### config.mk
export PLATFORM = sky130hd
export DESIGN_NAME = route_compute
export DESIGN_NICKNAME = d
export VERILOG_FILES = /design/src/rtl/noc_pkg.sv /design/src/rtl/route_compute.sv
export SDC_FILE = /design/constraint.sdc
export NUM_CORES = 1
export LEC_CHECK = 0
export ABC_AREA = 1
export CORE_MARGIN = 3
export CORE_UTILIZATION = 38
export DETAILED_ROUTE_END_ITERATION = 8
export PLACE_DENSITY = 0.77
export SYNTH_ARGS = -nofsm -noshare
export SYNTH_HDL_FRONTEND = slang
export SYNTH_SLANG_ARGS = --single-unit
### constraint.sdc
create_clock -name clk -period 1.34 [get_ports clk]
set_input_delay 0.201 -clock clk [delete_from_list [all_inputs] [get_ports clk]]
set_output_delay 0.201 -clock clk [all_outputs]
set_load 0.02 [all_outputs]
### src/rtl/noc_pkg.sv
// Shared NoC definitions: flit type encoding, router port numbering,
// flit field positions and FSM state encoding for the route stage.
package noc_pkg;

   typedef enum logic [1:0] {
      BODY     = 2'b00,
      HEAD     = 2'b01,
      TAIL     = 2'b10,
      HEADTAIL = 2'b11
   } flit_type_e;

   localparam int PORT_LOCAL = 0;
   localparam int PORT_N     = 1;
   localparam int PORT_S     = 2;
   localparam int PORT_E     = 3;
   localparam int PORT_W     = 4;

   // Type field occupies the top TYPE_WIDTH bits; destination starts at bit DEST_LSB.
   localparam int TYPE_WIDTH = 2;
   localparam int DEST_LSB   = 0;

   typedef enum logic [1:0] {
      ST_IDLE,
      ST_ACTIVE,
      ST_DROP
   } rc_state_e;

   function automatic logic is_head_type(input flit_type_e t);
      return (t == HEAD) || (t == HEADTAIL);
   endfunction

endpackage

### src/rtl/route_compute.sv
// Route-computation stage: looks up the output port on each head flit,
// tags the whole packet with it and forwards through a one-deep register.
module route_compute
   import noc_pkg::*;
#(
   parameter int NUM_ROWS       = 2,
   parameter int NUM_COLS       = 2,
   parameter int NUM_OUTPUTS    = 5,
   parameter int FLIT_WIDTH     = 32,
   parameter int CNT_WIDTH      = 16,
   parameter int ROUTE_WIDTH    = $clog2(NUM_OUTPUTS),
   parameter int RTR_ADDR_WIDTH = $clog2(NUM_ROWS*NUM_COLS)
) (
   input  logic                                               clk,
   input  logic                                               reset,
   input  logic [0:NUM_ROWS*NUM_COLS-1][ROUTE_WIDTH-1:0]      routing_table,
   input  logic [FLIT_WIDTH-1:0]                              in_flit,
   input  logic                                               in_valid,
   output logic                                               in_ready,
   output logic [FLIT_WIDTH-1:0]                              out_flit,
   output logic [ROUTE_WIDTH-1:0]                             out_port,
   output logic                                               out_valid,
   input  logic                                               out_ready,
   output logic                                               err_dest,
   output logic                                               err_proto,
   output logic [CNT_WIDTH-1:0]                               pkt_count
);

   localparam int NUM_DEST = NUM_ROWS * NUM_COLS;

   rc_state_e                 state;
   rc_state_e                 next_state;
   logic [ROUTE_WIDTH-1:0]    route;
   logic [ROUTE_WIDTH-1:0]    lookup;
   logic [ROUTE_WIDTH-1:0]    fwd_port;
   logic [RTR_ADDR_WIDTH-1:0] dest;
   flit_type_e                ftype;
   logic                      accept;
   logic                      head_like;
   logic                      dest_ok;
   logic                      fwd;
   logic                      head_fwd;
   logic                      load_route;
   logic                      err_d;
   logic                      err_p;

   assign in_ready  = !out_valid || out_ready;
   assign accept    = in_valid && in_ready;
   assign ftype     = flit_type_e'(in_flit[FLIT_WIDTH-1 -: TYPE_WIDTH]);
   assign dest      = in_flit[DEST_LSB +: RTR_ADDR_WIDTH];
   assign head_like = is_head_type(ftype);
   assign dest_ok   = 32'(dest) < NUM_DEST;

   // Table read by comparison so an out-of-range address never indexes past the table.
   always_comb begin
      lookup = '0;
      for (int unsigned i = 0; i < NUM_DEST; i++) begin
         if (32'(dest) == i) lookup = routing_table[i];
      end
   end

   always_comb begin
      next_state = state;
      fwd        = 1'b0;
      fwd_port   = route;
      head_fwd   = 1'b0;
      load_route = 1'b0;
      err_d      = 1'b0;
      err_p      = 1'b0;
      if (accept) begin
         if (head_like) begin
            // A head outside IDLE closes the previous packet, then opens a new one.
            err_p = (state != ST_IDLE);
            if (dest_ok) begin
               fwd        = 1'b1;
               fwd_port   = lookup;
               head_fwd   = 1'b1;
               load_route = (ftype == HEAD);
               next_state = (ftype == HEAD) ? ST_ACTIVE : ST_IDLE;
            end else begin
               err_d      = 1'b1;
               next_state = (ftype == HEAD) ? ST_DROP : ST_IDLE;
            end
         end else begin
            unique case (state)
               ST_IDLE: begin
                  err_p = 1'b1;
               end
               ST_ACTIVE: begin
                  fwd = 1'b1;
                  if (ftype == TAIL) next_state = ST_IDLE;
               end
               ST_DROP: begin
                  if (ftype == TAIL) next_state = ST_IDLE;
               end
               default: next_state = ST_IDLE;
            endcase
         end
      end
   end

   always_ff @(posedge clk) begin
      if (reset) begin
         state     <= ST_IDLE;
         route     <= ROUTE_WIDTH'(PORT_LOCAL);
         out_flit  <= '0;
         out_port  <= '0;
         out_valid <= 1'b0;
         err_dest  <= 1'b0;
         err_proto <= 1'b0;
         pkt_count <= '0;
      end else begin
         state     <= next_state;
         err_dest  <= err_d;
         err_proto <= err_p;
         if (load_route) route <= fwd_port;
         if (fwd) begin
            out_flit  <= in_flit;
            out_port  <= fwd_port;
            out_valid <= 1'b1;
         end else if (out_ready) begin
            out_valid <= 1'b0;
         end
         if (head_fwd) pkt_count <= pkt_count + CNT_WIDTH'(1);
      end
   end

endmodule

**After elaboration in Yosys (flattened, before gate mapping)**

Cells that the tools add are included.
W data, S select, Z words.

- Register bits: 58
- Bits in latches: 0
- Memory bits (writable): 0
- ROM bits: 0
- Input port bits: 48
- Memories kept: 0

- Add/subtract/negate cells: 1
- $mul: 0
- Div/mod/pow operators: 0
- $lt $le $gt $ge: 0
- Equal/unequal tests: 10
- Shift-type cells: 0
- Multiplexer cells: 21
- Bitwise logic cells: 1
- Reductions and logical operators: 11

Operators with widths:

| kind | number |
|---|---|
| $mux W3 | 6 |
| $add A16 B1 Y16 const B | 1 |
| $mux W1 | 12 |
| $eq A2 B2 Y1 const B | 5 |
| $eq A2 B1 Y1 const B | 3 |
| $logic_not A2 Y1 | 2 |
| $mux W2 | 2 |
| $pmux W2 S2 | 1 |
| $reduce_bool A2 Y1 | 2 |
| $reduce_or A2 Y1 | 2 |
| $ne A3 B1 Y1 const B | 1 |
| $reduce_and A3 Y1 | 1 |
| $logic_or A1 B1 Y1 | 2 |
| $ne A2 B2 Y1 const B | 1 |
| $logic_and A1 B1 Y1 | 1 |
| $logic_not A1 Y1 | 1 |
| $not A1 Y1 | 1 |

**Logic depth before layout (Yosys ltp)**

Gate-level depths: netlist (run 1).

- Depth after elaboration: 7
- Gate-level depth with buffers: 10
- Gate-level depth less buffers: 10

**Worst setup path before layout (run 1)**

No wires, ideal clock.

- Kind: register to register
- From: register pkt_count[1]
- To: register pkt_count[10]
- Library setup time: 110 ps
- Arrival: 1346 ps
- Slack: -115 ps
- Cell stages (with the launch flop): 9
- Path through: dfxtp_1 > ha_1 > nand3_1 > nor2_2 > nand2_1 > nor2_2 > nand3_1 > nand2_1 > nor2_1

- Cells in the longest elaborated chain, start to end: 1

RTL lines:

| item | line | RTL |
|---|---|---|
| start, declared | route_compute.sv:26 | `output logic [CNT_WIDTH-1:0] pkt_count` |
| start signal, assigned | route_compute.sv:124 | `if (head_fwd) pkt_count <= pkt_count + CNT_WIDTH'(1);` |
| $add A16 B1 Y16 | route_compute.sv:124 |  |

Every way passes these cells.
A chain may end at the register's enable or synchronous reset.

**Worst setup path after layout (run 1)**

- From: register pkt_count[1]
- To: output pkt_count[1]

No word-level cell between the ends.

==> results of run 1 <==
-- cell families after synthesis --
family	Yosys count	synth area share [%]
DFF	57	46.2
buffers and inverters	43	7.34
and+or+nand+nor	170	29.2
AOI/OAI and AO/OA	73	15.2
xor gates and xnor gates	1	0.354
other	1	0.152
adders and majority gates	3	1.52
-- worst paths after layout --
check	start	to	cells after the start	slack [ns]
max reg2reg	pkt_count[0]$_SDFFE_PP0P_	pkt_count[14]$_SDFFE_PP0P_	8	0.07
max	pkt_count[1]$_SDFFE_PP0P_	pkt_count[1]	2	0.04
min	in_flit[4]	out_flit[4]$_SDFFE_PP0P_	3	0.45
min reg2reg	pkt_count[3]$_SDFFE_PP0P_	pkt_count[3]$_SDFFE_PP0P_	1	0.47
-- through the flow --
stage	instances	utilization [%]	hold slack [ns]	worst slack, ns	TNS, ns
2_1_floorplan	348	-	0.336	0.000593	0
3_3_place_gp	535	61.2	0.470	-0.343	-15.00
3_5_place_dp	535	61.2	0.478	-0.367	-15.84
4_1_cts	550	63.0	0.430	0.00762	0
5_1_grt	553	64.3	0.459	-0.00459	-0.00628
6_report	553	64.3	0.449	0.0448	0
-- where the power goes --
| group | internal, µW | switching [µW] |
|---|---|---|
| combinational | 351 | 391 |
| sequential | 1800 | 53.3 |
| clock | 697 | 643 |
| total | 2840 | 1090 |
-- final cells by class --
cell class | count | area (µm²)
tap | 75 | 93.8
multi-input combinational | 248 | 1200
clock buffer | 11 | 141
timing repair buffer | 132 | 1210
fill | 553 | 2180
clock inverter | 4 | 20.0
inverter | 26 | 100
sequential | 57 | 1150
-- placed cells by master, fill, tap and decap left out, types with 2 or more instances in the layout --
cell type / instances
buf_4: 27
o21ai_1: 3
nor2_4: 3
nand4_1: 5
clkdlybuf4s15_1: 5
nor2_2: 6
nand3_1: 14
o211ai_1: 3
nor3_1: 3
clkdlybuf4s50_1: 47
a21oi_1: 22
nand2_1: 56
dfxtp_4: 2
dfxtp_2: 5
nand2_2: 4
inv_1: 24
clkbuf_8: 10
dlygate4sd2_1: 45
a21oi_2: 2
nor2_1: 75
clkinv_2: 4
buf_12: 2
o21ai_0: 43
clkbuf_2: 3
buf_6: 3
dfxtp_1: 50
-- worst min-delay path, stage by stage --
cell	delay, ns
clkdlybuf4s50_1	0.39
nor2_1	0.10
nor2_1	0.05
-- routing by layer --
layer | GRT usage, % | up-vias | share of wire [%]
met5 | 0 | - | 0
met4 | 6.23 | 0 | 0.98
met3 | 10.3 | 10 | 11
met2 | 31.5 | 99 | 47
met1 | 23.2 | 1223 | 41
li1 | - | 1372 | -
-- synth_stat cells --
| cell type | number | area share [%] |
|---|---|---|
| ha_1 | 3 | 1.5 |
| o211ai_1 | 3 | 0.91 |
| nand3_1 | 14 | 2.8 |
| conb_1 | 1 | 0.15 |
| nand4_1 | 5 | 1.3 |
| nor2_1 | 79 | 12 |
| a21oi_2 | 1 | 0.35 |
| inv_1 | 25 | 3.8 |
| xnor2_1 | 1 | 0.35 |
| o21ai_0 | 44 | 8.9 |
| o21ai_1 | 2 | 0.41 |
| nor2_2 | 5 | 1.3 |
| buf_4 | 3 | 0.91 |
| nor3_4 | 1 | 0.66 |
| nand2_1 | 57 | 8.7 |
| clkbuf_1 | 7 | 1.1 |
| inv_2 | 1 | 0.15 |
| nand2_4 | 1 | 0.46 |
| buf_2 | 7 | 1.4 |
| nand3_2 | 1 | 0.41 |
| nand2_2 | 3 | 0.76 |
| nor3_1 | 3 | 0.61 |
| nor3b_1 | 1 | 0.30 |
| a21oi_1 | 23 | 4.7 |
| dfxtp_1 | 57 | 46 |
-- state kept, by name, summed over array words and instances (netlist names) --
| signal | count |
|---|---|
| out_flit | 32 |
| pkt_count | 16 |
| out_port | 3 |
| route | 3 |
| err_proto | 1 |
| out_valid | 1 |
| state | 1 |
-- what timing repair did --
action,CTS,global route
pin swaps,0,6
resized for setup,59,32
setup buffers,0,3
setup endpoints to repair,56,48
==> flow_results.org, run 1 <==
** Drt
- DRC violation count after routing :: 0
- Detailed-route vias per instance :: 4.89
- The routed layout has 2,704 vias.
- Post-route antenna net violation count :: 0
- After the first detailed-routing iteration, the DRC count stood at 78.
- The routed design has 7110 µm of wire.
- WL per Instance :: 12.9 µm
- Number of optimization iterations in the first detailed-route pass :: 5

** Clocking
- The clock reaches the later pin of the worst-skew pair after 0.33 ns.
- CTS clock-pin slew for the worst setup and hold paths :: 0.06 ns
- TritonCTS created 9 clock buffers.
- Clock tree sinks :: 57
- Clock tree synthesis selected as its root buffer the cell clkbuf_8.
- # H-tree levels :: 3
- In this run the deepest clock path goes through 2 buffers.
- Hold-fix buffers, CTS :: 0
- CTS tree :: yes

** Floorplanning
- Once the floorplan was initialized, standard cells occupied 40.5% of the core.
- Die W :: 86.6 µm
- Total number of placement rows :: 28
- Die outline height :: 86.6 µm
- The die covers 0.00751 mm².
- Number of I/O pins :: 103
- Floorplan Core Area :: 0.00610 mm²

** Pwr
- Highest ir drop seen on vdd :: 0.841 mV
- Leakage power :: 0.00178 µW
- Overall power consumption after layout is estimated at 3930 µW.
- Power per cell area :: 1000 mW/mm²

** Setup path
- The critical path contains buffers and inverters numbering 2 combined.
- CP Class :: flop to output port
- WP data arrival :: 1.09 ns
- For this design, the slowest cell found on the critical path is dfxtp_4.
- Among cell families on the critical path, the largest total delay comes from buffers and inverters.
- Required @ worst endpoint :: 1.14 ns
- Worst Setup End Kind :: output port
- The critical path goes through buf_4, clkdlybuf4s15_1.
- In this design, the stage delay of the slowest critical-path cell is 0.36 ns.
- Setup crit start kind :: flop
- Highest fanout seen on the critical path :: 3

** Timing
- Static timing analysis puts the maximum clock frequency at 0.772 GHz.
- Final Cycle Share :: 96.7%
- The smallest clock period supported by the final layout is computed as 1.30 ns.
- Max Slew Vio Count :: 0
- Setup repair after global routing could not meet its margin everywhere.
- Clock tree skew after final layout :: 0.00710 ns
- Number of failing setup endpoints in the final timing report :: 0
- The count of final hold-check violations is 0.

** Place
- Detail Placement HPWL :: 5290 µm
- Global placer's final weighted congestion :: 0.812
- Once placement finished, the instance area stood at 0.00373 mm².
- During placement, the flow inserted port buffers numbering 101.

** Flow run
- Across the run, the number of max-cap violations was 0.

** Synthesis
- Warnings, synthesis :: 0
- Dividing the synthesized area by the synthesized cell count gives 7.10 µm².
- Count of mapped cells out of synthesis :: 348
- Netlist area before placement :: 0.00247 mm²
- Fraction of the yosys area taken by sequential cells :: 46.2%
- In this run, distinct cell masters in the synthesized netlist total 25.
- Synthesized flop and latch total :: 57
- Post-Synthesis Net Count :: 399

** GRT
- In the global route stage, overall resource usage came out at 19.8%.
- The first global-routing pass estimated 11,800 µm of wire.
- Entering global routing, the biggest net connects 40 pins.
- The total overflow left after global routing is 0.
- The initial antenna violation count is 0.
- The via count of the first global-routing pass is 2,546.

** Worst hold path
- The min-delay analysis places its worst path in the category input pin to flop.

** Cells and area
- Compared with the post-synthesis result, the final layout area differs by 58.6%.
- For this run, the post-layout net count is 525.
- The post-route netlist has 16.3% of its cells at a drive strength greater than 1.
- After routing the design area is 0.00392 mm².
- The repair_antennas step left the layout with diodes totalling 0.

** Run status
- The run finished with clean final reports.
Power figures use the tool's default switching activity.
==> run 2: changes to the inputs <==
Settings changed: CORE_MARGIN 3 to 2.
==> flow_results.org, run 2 (synthesis results as in run 1) <==
** Setup path
- Worst Setup End Kind :: output port
- The internal reg-to-reg setup slack was 0.08 ns (about the same).
- The startpoint identified for the worst register-to-register timing path is pkt_count[1]$_SDFFE_PP0P_.
- Worst R2R Path Depth :: 8 (unchanged)
- Required @ worst endpoint :: 1.14 ns (about the same)
- In this run the critical register-to-register path is captured at pkt_count[12]$_SDFFE_PP0P_.
- Setup crit start kind :: flop
- CP Class :: flop to output port
- The maximum fanout count along the critical path came to 5 (+2).
- Crit path cell chain :: dlygate4sd2_1
- The peak per-stage delay on the critical path is 0.40 ns (+0.04 ns).
- Grouping stages by cell kind, the critical path spends the most delay in flip-flops.
- Master of the slowest instance on the critical path :: dfxtp_1
- The combined buffer and inverter count along the critical path came to 1 (-1).
- WP data arrival :: 1.08 ns (about the same)

** Cells and area
- The number of nets in the final layout came to 526 (+0.19%).
- Number of flip-flops in the largest register :: 32 (unchanged)
- Compared with the post-synthesis result, the final layout area differs by 61.2%.
- The library cell used most frequently in the layout, excluding fill and tap cells, is nor2_1.
- Number of antenna diodes :: 0 (unchanged)
- Ranked by flip-flop count, first place goes to out_flit.
- Registers with the most flip-flops :: out_flit: 32 flops, pkt_count: 16 flops
- Final cell count without fillers :: 555 (+0.36%)
- Commonest cells after routing, fill and taps aside :: nor2_1, nand2_1, dlygate4sd2_1, dfxtp_1, clkdlybuf4s50_1
- The ratio of cells with drive above 1 in the final layout came to 15.3% (-1.0 points).
- The final standard cell area without fillers was 0.00398 mm² (+1.7%).

** Drt
- Detailed-route vias per instance :: 4.96 (+1.4%)
- Post-route antenna net violation count :: 0 (unchanged)
- Initial DRC count :: 116 (+49%)
- The routed via count was 2,751 (+1.7%).
- DRC violation count after routing :: 0 (unchanged)
- WL per Instance :: 12.8 µm (-0.47%)
- The total wire length after detailed routing came to 7100 µm (-0.11%).
- Number of optimization iterations in the first detailed-route pass :: 4 (-1)

** Worst hold path
- The depth of the worst hold-timing path was 4 (+1).
- The worst hold path terminates at out_flit[30]$_SDFFE_PP0P_.
- In this run the worst hold path is classified as input pin to flop.
- In this run the most critical hold path is launched from in_flit[30].

** Floorplanning
- The die height came to 84.6 µm (-2.3%).
- The number of core rows is 29 (+3.6%).
- Number of I/O pins :: 103 (unchanged)
- Floorplan die area :: 0.00716 mm² (-4.6%)
- The horizontal die dimension is 84.6 µm (-2.3%).
- The effective utilization at floorplan is 39.1% (-1.4 points).
- The area of the core was 0.00631 mm² (+3.6%).

** GRT
- The met2 track demand over resource in global routing was 32.6% (+1.1 points).
- The largest net degree at the start of global routing was 27 (-33%).
- Initial antenna violation count :: 0 (unchanged)
- The global router's overall resource usage was 19.9% (+0.065 points).
- First-pass GRT wire length :: 11,500 µm (-2.9%)
- Met3 layer usage reported by global route :: 6.98% (-3.3 points)
- The via count of the first global-routing pass is 2,664 (+4.6%).
- Global Route met1 Usage :: 23.1% (-0.16 points)
- The global routing stage identified its most utilized layer as met2.
- The aggregate global routing overflow is 0 (unchanged).

** Clocking
- Buffer type at the clock tree root :: clkbuf_8
- The number of clock buffers inserted by TritonCTS came to 9 (unchanged).
- CTS clock-pin slew for the worst setup and hold paths :: 0.06 ns (about the same)
- Buffers from clock root to sink, at most :: 2 (unchanged)
- The maximum level of the CTS H-tree is 3 (unchanged).
- Clock tree sinks :: 57 (unchanged)
- The clock insertion delay at the later pin of the skew report came to 0.33 ns (about the same).
- TritonCTS built the clock tree.

** Place
- Post-placement cell count :: 539 (+0.75%)
- The count of input and output buffers is 101 (unchanged).
- Placement Cell Area :: 0.00377 mm² (+1.1%)
- Global placer's final weighted congestion :: 0.831 (+2.4%)
- Detail Placement HPWL :: 5070 µm (-4.1%)

** Flow run
- Number of maximum-capacitance violations :: 0 (unchanged)

** Timing
- Final Cycle Share :: 95.7% (-1.0 points)
- Unrepaired setup endpoints after global routing :: yes
- Max Slew Vio Count :: 0 (unchanged)
- The final critical-path required period is 1.28 ns (-0.0134 ns).
- Number of failing setup endpoints in the final timing report :: 0 (unchanged)
- Maximum clock rate :: 0.780 GHz (+1.0%)
- The clock skew was 0.00281 ns (-0.00429 ns).
- The count of final hold-check violations is 0 (unchanged).

** Pwr
- The leakage power of the design is 0.00183 µW (+2.6%).
- The worst vdd rail ir drop is 0.722 mV (-14%).
- The power per cell area is 1000 mW/mm² (-0.32%).

** Run status
- The run finished with clean final reports.
## run 2: metrics by stage
step / power [µW] / worst slack, ns / TNS [ns] / util [%] / hold slack [ns]
6_report: 3980 / 0.0582 / 0 / 63.1 / 0.307
5_1_grt: 4180 / -0.0520 / -0.174 / 63.1 / 0.337
4_1_cts: 4000 / -0.00393 / -0.00393 / 61.3 / 0.438
3_5_place_dp: 2690 / -0.362 / -15.74 / 59.8 / 0.453
3_3_place_gp: 2680 / -0.286 / -12.84 / 59.8 / 0.450
2_1_floorplan: 2230 / 0.000593 / 0 / - / 0.336
## run 2: layout make-up
cell class / instances / area [µm²]
repair buffers: 133 / 1260
clock buffers: 14 / 163
fillers: 592 / 2330
well taps: 77 / 96.3
multi-input cells: 248 / 1210
flip-flops and latches: 57 / 1160
inverters: 26 / 100
## run 2: timing repair
item                                    CTS  global route
endpoints found under the setup margin   55            51
setup buffers                             0             1
hold buffers                              0             0
pin swaps                                 0             9
resized for setup                        56            31
cloned                                    0             1
## run 2: power by group
part           total [µW]  switching [µW]  internal, µW
logic                 763             396           367
registers            1850            50.0          1800
clock network        1370             620           754
## run 2: layer usage
layer | wire length, µm | vias up
li1 | - | 1370
met1 | 2930 | 1260
met2 | 3390 | 107
met3 | 652 | 14
met4 | 131 | 0
met5 | 0 | -
## run 2: how the worst max path moves through the flow
stage / start / end / slack (ns) / cells after the start
6_report: pkt_count[6]$_SDFFE_PP0P_ / pkt_count[6] / 0.06 / 1
5_1_grt: pkt_count[1]$_SDFFE_PP0P_ / pkt_count[10]$_SDFFE_PP0P_ / -0.05 / 9
4_1_cts: in_flit[30] / state[0]$_SDFFE_PP0P_ / -0.004 / 8
3_5_place_dp: in_flit[30] / state[0]$_SDFFE_PP0P_ / -0.36 / 8
3_3_place_gp: in_flit[30] / out_flit[21]$_SDFFE_PP0P_ / -0.29 / 8
2_1_floorplan: pkt_count[2]$_SDFFE_PP0P_ / pkt_count[9]$_SDFFE_PP0P_ / 0.0006 / 5
